### src/rtl/matrix_pkg.sv
// Shared definitions for the matrix receive path: FSM state codes, frame
// constants and the element-count helper used by the loader and control unit.
package matrix_pkg;

  localparam int unsigned ST_W = 3;

  localparam logic [ST_W-1:0] ST_IDLE     = 3'd0;
  localparam logic [ST_W-1:0] ST_GET_SIZE = 3'd1;
  localparam logic [ST_W-1:0] ST_LOAD_A   = 3'd2;
  localparam logic [ST_W-1:0] ST_LOAD_B   = 3'd3;
  localparam logic [ST_W-1:0] ST_DONE     = 3'd4;

  localparam logic [7:0]  SYNC_BYTE_DEF = 8'hA5;
  localparam int unsigned MAX_N_DEF     = 8;
  localparam int unsigned MAX_N_LIMIT   = 15;

  // Elements per matrix; 15*15 = 225 still fits in 8 bits.
  function automatic logic [7:0] elem_count(input logic [3:0] n);
    return 8'(n) * 8'(n);
  endfunction

endpackage

### src/rtl/byte_timeout.sv
// Inter-byte watchdog: counts idle cycles while run is high and flags
// expiry once the count reaches TIMEOUT_CYC-1 without a kick.
module byte_timeout #(
  parameter int unsigned TIMEOUT_CYC = 100000
) (
  input  logic clk,
  input  logic rst,
  input  logic run,
  input  logic kick,
  output logic expired
);

  localparam int unsigned CW = $clog2(TIMEOUT_CYC + 1);

  logic [CW-1:0] cnt_q, cnt_d;
  logic          expired_q, expired_d;

  // Saturate at TIMEOUT_CYC so a stalled consumer never sees a wrap.
  always_comb begin
    cnt_d = cnt_q;
    if (!run || kick) begin
      cnt_d = '0;
    end else if (cnt_q != CW'(TIMEOUT_CYC)) begin
      cnt_d = cnt_q + CW'(1);
    end
    expired_d = run && !kick && (cnt_d == CW'(TIMEOUT_CYC - 1));
  end

  always_ff @(posedge clk) begin
    if (rst) begin
      cnt_q     <= '0;
      expired_q <= 1'b0;
    end else begin
      cnt_q     <= cnt_d;
      expired_q <= expired_d;
    end
  end

  assign expired = expired_q;

endmodule

### src/rtl/matrix_rx_loader.sv
// Parses SYNC / size / A / B frames from the UART byte stream and emits
// registered write strobes into the A and B matrix buffers.
module matrix_rx_loader
  import matrix_pkg::*;
#(
  parameter int unsigned MAX_N       = MAX_N_DEF,
  parameter int unsigned TIMEOUT_CYC = 100000,
  parameter logic [7:0]  SYNC_BYTE   = SYNC_BYTE_DEF
) (
  input  logic       clk,
  input  logic       rst,
  input  logic       rx_valid,
  input  logic [7:0] rx_data,
  input  logic       rx_enable,
  output logic [3:0] matrix_size,
  output logic       a_we,
  output logic       b_we,
  output logic [7:0] wr_addr,
  output logic [7:0] wr_data,
  output logic       load_done,
  output logic       frame_err
);

  logic [ST_W-1:0] state_q, state_d;
  logic [7:0]      cnt_q, cnt_d;
  logic [3:0]      size_q, size_d;
  logic [7:0]      addr_q, addr_d;
  logic [7:0]      data_q, data_d;
  logic            a_we_q, a_we_d;
  logic            b_we_q, b_we_d;
  logic            done_q, done_d;
  logic            err_q, err_d;

  logic accept;
  logic last_elem;
  logic to_run;
  logic to_expired;

  assign accept    = rx_valid && rx_enable;
  assign last_elem = (cnt_q == (elem_count(size_q) - 8'd1));
  assign to_run    = (state_q == ST_GET_SIZE) || (state_q == ST_LOAD_A) ||
                     (state_q == ST_LOAD_B);

  byte_timeout #(
    .TIMEOUT_CYC(TIMEOUT_CYC)
  ) u_timeout (
    .clk    (clk),
    .rst    (rst),
    .run    (to_run),
    .kick   (accept),
    .expired(to_expired)
  );

  // Next-state and registered-output decode; an accepted byte beats a timeout.
  always_comb begin
    state_d = state_q;
    cnt_d   = cnt_q;
    size_d  = size_q;
    addr_d  = addr_q;
    data_d  = data_q;
    a_we_d  = 1'b0;
    b_we_d  = 1'b0;
    done_d  = 1'b0;
    err_d   = 1'b0;
    case (state_q)
      ST_IDLE: begin
        if (accept && (rx_data == SYNC_BYTE)) state_d = ST_GET_SIZE;
      end
      ST_GET_SIZE: begin
        if (accept) begin
          if ((rx_data != 8'd0) && (rx_data <= 8'(MAX_N))) begin
            size_d  = 4'(rx_data);
            cnt_d   = 8'd0;
            state_d = ST_LOAD_A;
          end else begin
            err_d   = 1'b1;
            state_d = ST_IDLE;
          end
        end else if (to_expired) begin
          err_d   = 1'b1;
          state_d = ST_IDLE;
        end
      end
      ST_LOAD_A, ST_LOAD_B: begin
        if (accept) begin
          a_we_d = (state_q == ST_LOAD_A);
          b_we_d = (state_q == ST_LOAD_B);
          addr_d = cnt_q;
          data_d = rx_data;
          cnt_d  = cnt_q + 8'd1;
          if (last_elem) begin
            cnt_d   = 8'd0;
            state_d = (state_q == ST_LOAD_A) ? ST_LOAD_B : ST_DONE;
            done_d  = (state_q == ST_LOAD_B);
          end
        end else if (to_expired) begin
          err_d   = 1'b1;
          state_d = ST_IDLE;
        end
      end
      ST_DONE: state_d = ST_IDLE;
      default: state_d = ST_IDLE;
    endcase
  end

  always_ff @(posedge clk) begin
    if (rst) begin
      state_q <= ST_IDLE;
      cnt_q   <= 8'd0;
      size_q  <= 4'd0;
      addr_q  <= 8'd0;
      data_q  <= 8'd0;
      a_we_q  <= 1'b0;
      b_we_q  <= 1'b0;
      done_q  <= 1'b0;
      err_q   <= 1'b0;
    end else begin
      state_q <= state_d;
      cnt_q   <= cnt_d;
      size_q  <= size_d;
      addr_q  <= addr_d;
      data_q  <= data_d;
      a_we_q  <= a_we_d;
      b_we_q  <= b_we_d;
      done_q  <= done_d;
      err_q   <= err_d;
    end
  end

  assign matrix_size = size_q;
  assign a_we        = a_we_q;
  assign b_we        = b_we_q;
  assign wr_addr     = addr_q;
  assign wr_data     = data_q;
  assign load_done   = done_q;
  assign frame_err   = err_q;

endmodule

### config.mk
export PLATFORM = sky130hd
export DESIGN_NAME = matrix_rx_loader
export DESIGN_NICKNAME = d
export VERILOG_FILES = /design/src/rtl/matrix_pkg.sv /design/src/rtl/byte_timeout.sv /design/src/rtl/matrix_rx_loader.sv
export SDC_FILE = /design/constraint.sdc
export NUM_CORES = 1
export LEC_CHECK = 0
export BUFFER_PORTS_ARGS = -buffer_cell sky130_fd_sc_hd__buf_2
export CELL_PAD_IN_SITES_DETAIL_PLACEMENT = 0
export CELL_PAD_IN_SITES_GLOBAL_PLACEMENT = 1
export CORE_UTILIZATION = 30
export CTS_BUF_LIST = sky130_fd_sc_hd__clkbuf_4 sky130_fd_sc_hd__clkbuf_8
export DETAILED_ROUTE_END_ITERATION = 10
export GPL_TIMING_DRIVEN = 0
export PLACE_DENSITY = 0.58
export RECOVER_POWER = 100
export SLEW_MARGIN = 30
export SYNTH_ARGS = -nofsm -noshare
export SYNTH_HDL_FRONTEND = slang
export SYNTH_SLANG_ARGS = --single-unit
### constraint.sdc
create_clock -name clk -period 4.1 [get_ports clk]
set_input_delay 0.41 -clock clk [delete_from_list [all_inputs] [get_ports clk]]
set_output_delay 0.41 -clock clk [all_outputs]
set_load 0.05 [all_outputs]
=== Word level (Yosys, flattened, before mapping) ===
Cells that the tools add are included.

* Multiply operators: 1
* $add $sub $neg: 3
* Equal/unequal tests: 12
* Reduce and logical (&&, ||, !) cells: 20
* Order comparisons: 1
* Mux-type cells: 20
* Divide/modulo/power cells: 0
* Bitwise gates (word level): 3
* Shifts and indexed selects: 0

{| class="wikitable"
|+ Operators with widths
! kind !! count
|-
| $mux W17 || 2
|-
| $mux W8 || 4
|-
| $mux W3 || 6
|-
| $add A17 B1 Y17 const B || 1
|-
| $eq A17 B17 Y1 const B || 1
|-
| $ne A17 B17 Y1 const B || 1
|-
| $pmux W8 S2 || 1
|-
| $pmux W3 S3 || 1
|-
| $add A8 B1 Y8 const B || 1
|-
| $eq A8 B8 Y1 || 1
|-
| $eq A8 B8 Y1 const B || 1
|-
| $le A8 B4 Y1 const B || 1
|-
| $mul A4 B4 Y8 || 1
|-
| $reduce_bool A8 Y1 || 1
|-
| $sub A8 B1 Y8 const B || 1
|-
| $eq A3 B2 Y1 const B || 2
|-
| $ne A2 B2 Y1 const B || 3
|-
| $logic_and A1 B1 Y1 || 5
|-
| $mux W1 || 4
|-
| $reduce_and A2 Y1 || 2
|-
| $reduce_and A4 Y1 || 1
|-
| $reduce_or A4 Y1 || 1
|-
| $eq A3 B1 Y1 const B || 1
|-
| $logic_not A3 Y1 || 1
|-
| 11 further kinds || 16
|}

* Latch bits: 0
* Word-level logic and storage cells: 71
* Memories: 0
* Output and inout port bits: 24
* Bits of input ports: 12
* Bits in read-only memories: 0
* Bits in writable memories: 0
* Register bits after elaboration: 53

=== Longest topological paths before layout ===
* Word-level depth: 8
* Depth in mapped cells: 14
* Depth with buffers taken out: 13

=== By module ===
Synthesis repeated with hierarchy kept, for this count alone.

* Cells, all modules: 347
* Area total of the unflattened synthesis: 2895.3 um2

{| class="wikitable"
|+ By module, submodules not included
! module !! area an instance (um2) !! instances !! cells an instance !! sequential area each (um2)
|-
| matrix_rx_loader || 1876.8 || 1 || 225 || 700.7
|-
| byte_timeout || 1018.5 || 1 || 122 || 360.3
|}

=== Worst setup path after synthesis ===
OpenSTA, ideal clock, no wires.

* Kind: register to register
* Start point: register size_q[0], in the netlist matrix_size[0]
* End point: register state_q[1]
* Path slack: 0.671 ns
* Library setup time: 0.125 ns
* Period minus slack after synthesis: 3.429 ns
* Stages on the path, launching flop included: 15
* Buffers on the path: 2
* Arrival time: 3.305 ns
* Required time: 3.975 ns
* Cells stage by stage: dfxtp_1 buf_1 nor3_1 a21oi_1 mux2i_1 xnor2_1 ha_1 ha_1 o21ai_0 nor2_1 or4_4 and3_4 buf_6 o21ai_2 o31ai_1

* Word-level cells in the longest chain between the ends: 5

{| class="wikitable"
|+ RTL lines
! element !! RTL line !! text
|-
| start, declared || matrix_rx_loader.sv:26 || <nowiki>logic [3:0] size_q, size_d;</nowiki>
|-
| start signal, assigned || matrix_rx_loader.sv:120 || <nowiki>size_q <= size_d;</nowiki>
|-
| $mul A4 B4 Y8 || matrix_pkg.sv:19 || <nowiki>return 8'(n) * 8'(n);</nowiki>
|-
| $sub A8 B1 Y8 || matrix_rx_loader.sv:40 || <nowiki>assign last_elem = (cnt_q == (elem_count(size_q) - 8'd1));</nowiki>
|-
| $eq A8 B8 Y1 || matrix_rx_loader.sv:40 ||
|-
| $ne A3 B3 Y1 (no source line) || - ||
|-
| $reduce_and A2 Y1 (no source line) || - ||
|-
| end signal, assigned || matrix_rx_loader.sv:118 || <nowiki>state_q <= state_d;</nowiki>
|-
| end, declared || matrix_rx_loader.sv:24 || <nowiki>logic [ST_W-1:0] state_q, state_d;</nowiki>
|}

No other way between the ends.
A chain may end at the register's enable or synchronous reset.

=== Worst setup path after layout ===
Same ends and word-level chain as after synthesis.

==> results.json <==
{
  "dominantRegCellSynth": "dfxtp_1",
  "grt_pass1_wl_mm": 12.2,
  "synth-seq-area-share_pct": 36.6,
  "reg2reg_to": "state_q[1]$_SDFFE_PP0P_",
  "vias": 2545,
  "setup_violations": 0,
  "min_path_type": "in -> reg",
  "synth_seq_cells": 53,
  "p_sw_w": 0.000197,
  "cts_setup_buffers": 0,
  "drtPass1Iterations": 4,
  "syn-num-nets": 378,
  "drt_iter0_drc": 66,
  "finalPower_w": 0.000918,
  "critical-path-max-stage-delay_ns": 0.45,
  "hold_viol_final": 0,
  "power_frac_comb_pct": 2.6,
  "cts_num_sinks": 53,
  "cts_root_buffer": "clkbuf_8",
  "tns_ns": 0,
  "antenna_left": 0,
  "grt_pass1_vias": 2395,
  "num_rows": 35,
  "drive_above_1_share_pct": 8.06,
  "cp_max_fo": 10,
  "n_fill_cell": 1029,
  "p_leak_nw": 1.16,
  "netlist_instances": 355,
  "worst_slack_ns": 0.583,
  "die_x_um": 100,
  "cts_tree": "built",
  "overflow": 0,
  "period_needed_ns": 3.52,
  "post_cts_resized": 0,
  "crit_path_start_kind": "register",
  "path_buf_inv": 2,
  "final_nets": 419,
  "worstSetupPathType": "reg -> reg",
  "synth_edf_count": 0,
  "pre_cts_slack_ns": 0.597,
  "maxSlewHeadroom_pct": 44.6,
  "regArea_um2": 1060,
  "netlist_area_um2": 2900,
  "routedWlPerCell_um": 14.1,
  "skew_ns": 0.0109,
  "cpMostUsedCell": "ha_1",
  "grt_usage_pct": 15.5,
  "crit_path_end_kind": "register",
  "gp_routability_congestion": 0.739,
  "io-pin-count": 36,
  "dp_cells": 518,
  "holdPathStages": 3,
  "cts.clk_slew.worst_paths_ns": 0.11,
  "die-area_um2": 10000,
  "antenna_found_initial": 0,
  "grt_max_degree": 17,
  "syn2layout_area_growth_pct": 13.9,
  "stdcell_count": 526,
  "power.share.clock_pct": 41.4,
  "place_area_um2": 3230,
  "wirelength_mm": 7.42,
  "hold_path_end": "wr_data[7]$_SDFFE_PP0P_",
  "cellPowerDensity_nw_per_um2": 278,
  "cts_inserted_buffers": 5,
  "critPathArrivalTime_ns": 3.71,
  "cp_data_required_time_ns": 4.29,
  "drv_cap": 0,
  "crit_chain": "clkbuf_1, nor3_1, a21oi_1, mux2i_1, xnor2_1, ha_1, ha_1, o21ai_0, nor2_1, or4_1, and3_1, buf_6, o21ai_2, o31ai_1",
  "seqPwrFrac_pct": 56.1,
  "period_share_pct": 85.8,
  "finalMaxSlewViolations": 0,
  "core_um2": 9280,
  "die_y_um": 100,
  "cpMaxStageDelayCell": "clkbuf_1",
  "fmax_ghz": 0.284,
  "multi_input_area_um2": 1710,
  "reg2reg_depth": 14,
  "port_buffers": 34,
  "fin_area_um2": 3300,
  "synth_area_per_cell_um2": 8.16,
  "route.detailed.drc": 0,
  "reg2reg_from": "matrix_size[0]$_SDFFE_PP0P_",
  "cts_buffer_depth": 2,
  "initial_core_util_pct": 31.2,
  "critPathTopFamily": "simple AND/OR/NAND/NOR gates",
  "status": "completed",
  "yosysWarningCount": 0,
  "diodes": 0,
  "dp_hpwl_mm": 5.54,
  "clock_latency_ns": 0.31,
  "tightest_slew_ns": 0.827,
  "h-tree-depth": 2,
  "via_per_inst": 4.84,
  "rsz0062_at_grt": "false",
  "ys_async_sr_fraction_pct": 0,
  "min_from": "rx_data[7]",
  "rrSetupSlack_ns": 0.58,
  "peakVddDrop_mv": 0.122,
  "switching_share_pct": 21.5,
  "cts_hold_buffers": 0,
  "p_int_w": 0.000720,
  "synth_cell_types": 58
}
[cells in the mapped netlist (all sizes together) (2+ instances only)]
master  number  area share [%]
or2          2            0.43
and3         5             1.3
o221ai       5             1.5
a21o         3            0.78
nor2        38             5.0
xor2        12             3.6
or4          3            0.91
and2         8             1.8
nor4         3            0.65
nand2b       3            0.65
inv         10             1.3
nand4        4            0.86
a211oi       4             1.4
ha          11             4.8
nor3         7             1.4
dfxtp       53              37
buf          6             1.2
and4b        4             1.4
o21ai        8             1.5
nor4b        2            0.61
o211ai       3             1.3
nand3       11             1.9
o21a         2            0.52
a31oi        4            0.86
nor2b        6             1.3
xnor2       14             4.2
nand2       68             8.8
and3b        2            0.61
a21oi       24             4.1
mux2i        8             2.8
clkbuf       9             1.2
[cell families (layout without fill, tap and decap cells)]
kind of cell    Yosys count  in the layout  share of synthesized area, %
flops                    53             53                          36.6
fa+ha+maj                11             11                          4.75
mux                       9              9                          3.15
simple gates            170            170                          28.7
buf+inv                  25             67                          3.72
compound gates           61             61                          15.2
xor+xnor                 26             26                          7.87
[final cells by class]
type / count / share of cell area (%)
inverters: 10 / 1.14
flip-flops and latches: 53 / 32.2
plain buffers: 15 / 2.09
well taps: 129 / 4.89
multi-input cells: 277 / 51.9
repair buffers: 34 / 4.21
clock inverters: 2 / 1.14
clock buffers: 6 / 2.50
[tightest hold or removal path, stage by stage]
cell and delay (ns):
buf_2 0.11, nand2_1 0.05, a21oi_1 0.05
[registers in the layout, summed over array words and instances, names as in the netlist]
name and flops:
frame_err 1, matrix_size 4, state_q 3, load_done 1, u_timeout.expired 1, wr_addr 8
wr_data 8, u_timeout.cnt_q 17, cnt_q 8, b_we 1, a_we 1
[stage by stage]
step	utilization, %	hold slack [ns]
finish	35.5	0.347
global route	35.5	0.349
CTS	36.1	0.332
detailed placement	34.8	0.447
global placement	34.8	0.444
floorplan	-	0.476
[power groups by stage]
stage | Clock [W] | Sequential, W | Combinational (W)
after global routing | 0.000414 | 0.000515 | 0.0000259
after floorplan | 0 | 0.000526 | 0.0000100
final | 0.000380 | 0.000514 | 0.0000234
after CTS | 0.000391 | 0.000514 | 0.0000240
after global placement | 0 | 0.000526 | 0.0000237
after detailed placement | 0 | 0.000526 | 0.0000239
[placed cells by master, fill, tap and decap left out, types with 8 or more instances in the layout]
master    synthesis  layout
nor2_1           37      38
buf_2             4      12
a21oi_1          24      24
dfxtp_1          53      53
xnor2_1          14      14
mux2i_1           8       8
nand2_1          68      68
xor2_1           12      12
clkbuf_1          8      35
ha_1             11      11
inv_1            10      10
nand3_1          11      11
[routing by layer]
metal | global-route usage (%) | vias to the layer above | wire length (µm)
met3 | 2.16 | 6 | 119
met1 | 19.5 | 1206 | 3490
met4 | 3.79 | 0 | 75
li1 | - | 1312 | -
met2 | 27.6 | 21 | 3730
met5 | 0 | - | 0
[worst max-delay path by stage]
stage	end	cells after the start	from	slack, ns
finish	state_q[1]$_SDFFE_PP0P_	14	matrix_size[0]$_SDFFE_PP0P_	0.58
global route	cnt_q[6]$_SDFFE_PP0P_	14	matrix_size[0]$_SDFFE_PP0P_	0.32
CTS	state_q[1]$_SDFFE_PP0P_	14	matrix_size[0]$_SDFFE_PP0P_	0.58
detailed placement	state_q[1]$_SDFFE_PP0P_	14	matrix_size[0]$_SDFFE_PP0P_	0.60
global placement	state_q[1]$_SDFFE_PP0P_	14	matrix_size[0]$_SDFFE_PP0P_	0.64
floorplan	state_q[1]$_SDFFE_PP0P_	14	matrix_size[0]$_SDFFE_PP0P_	0.67
No activity file was read; power rests on OpenSTA's default activity.
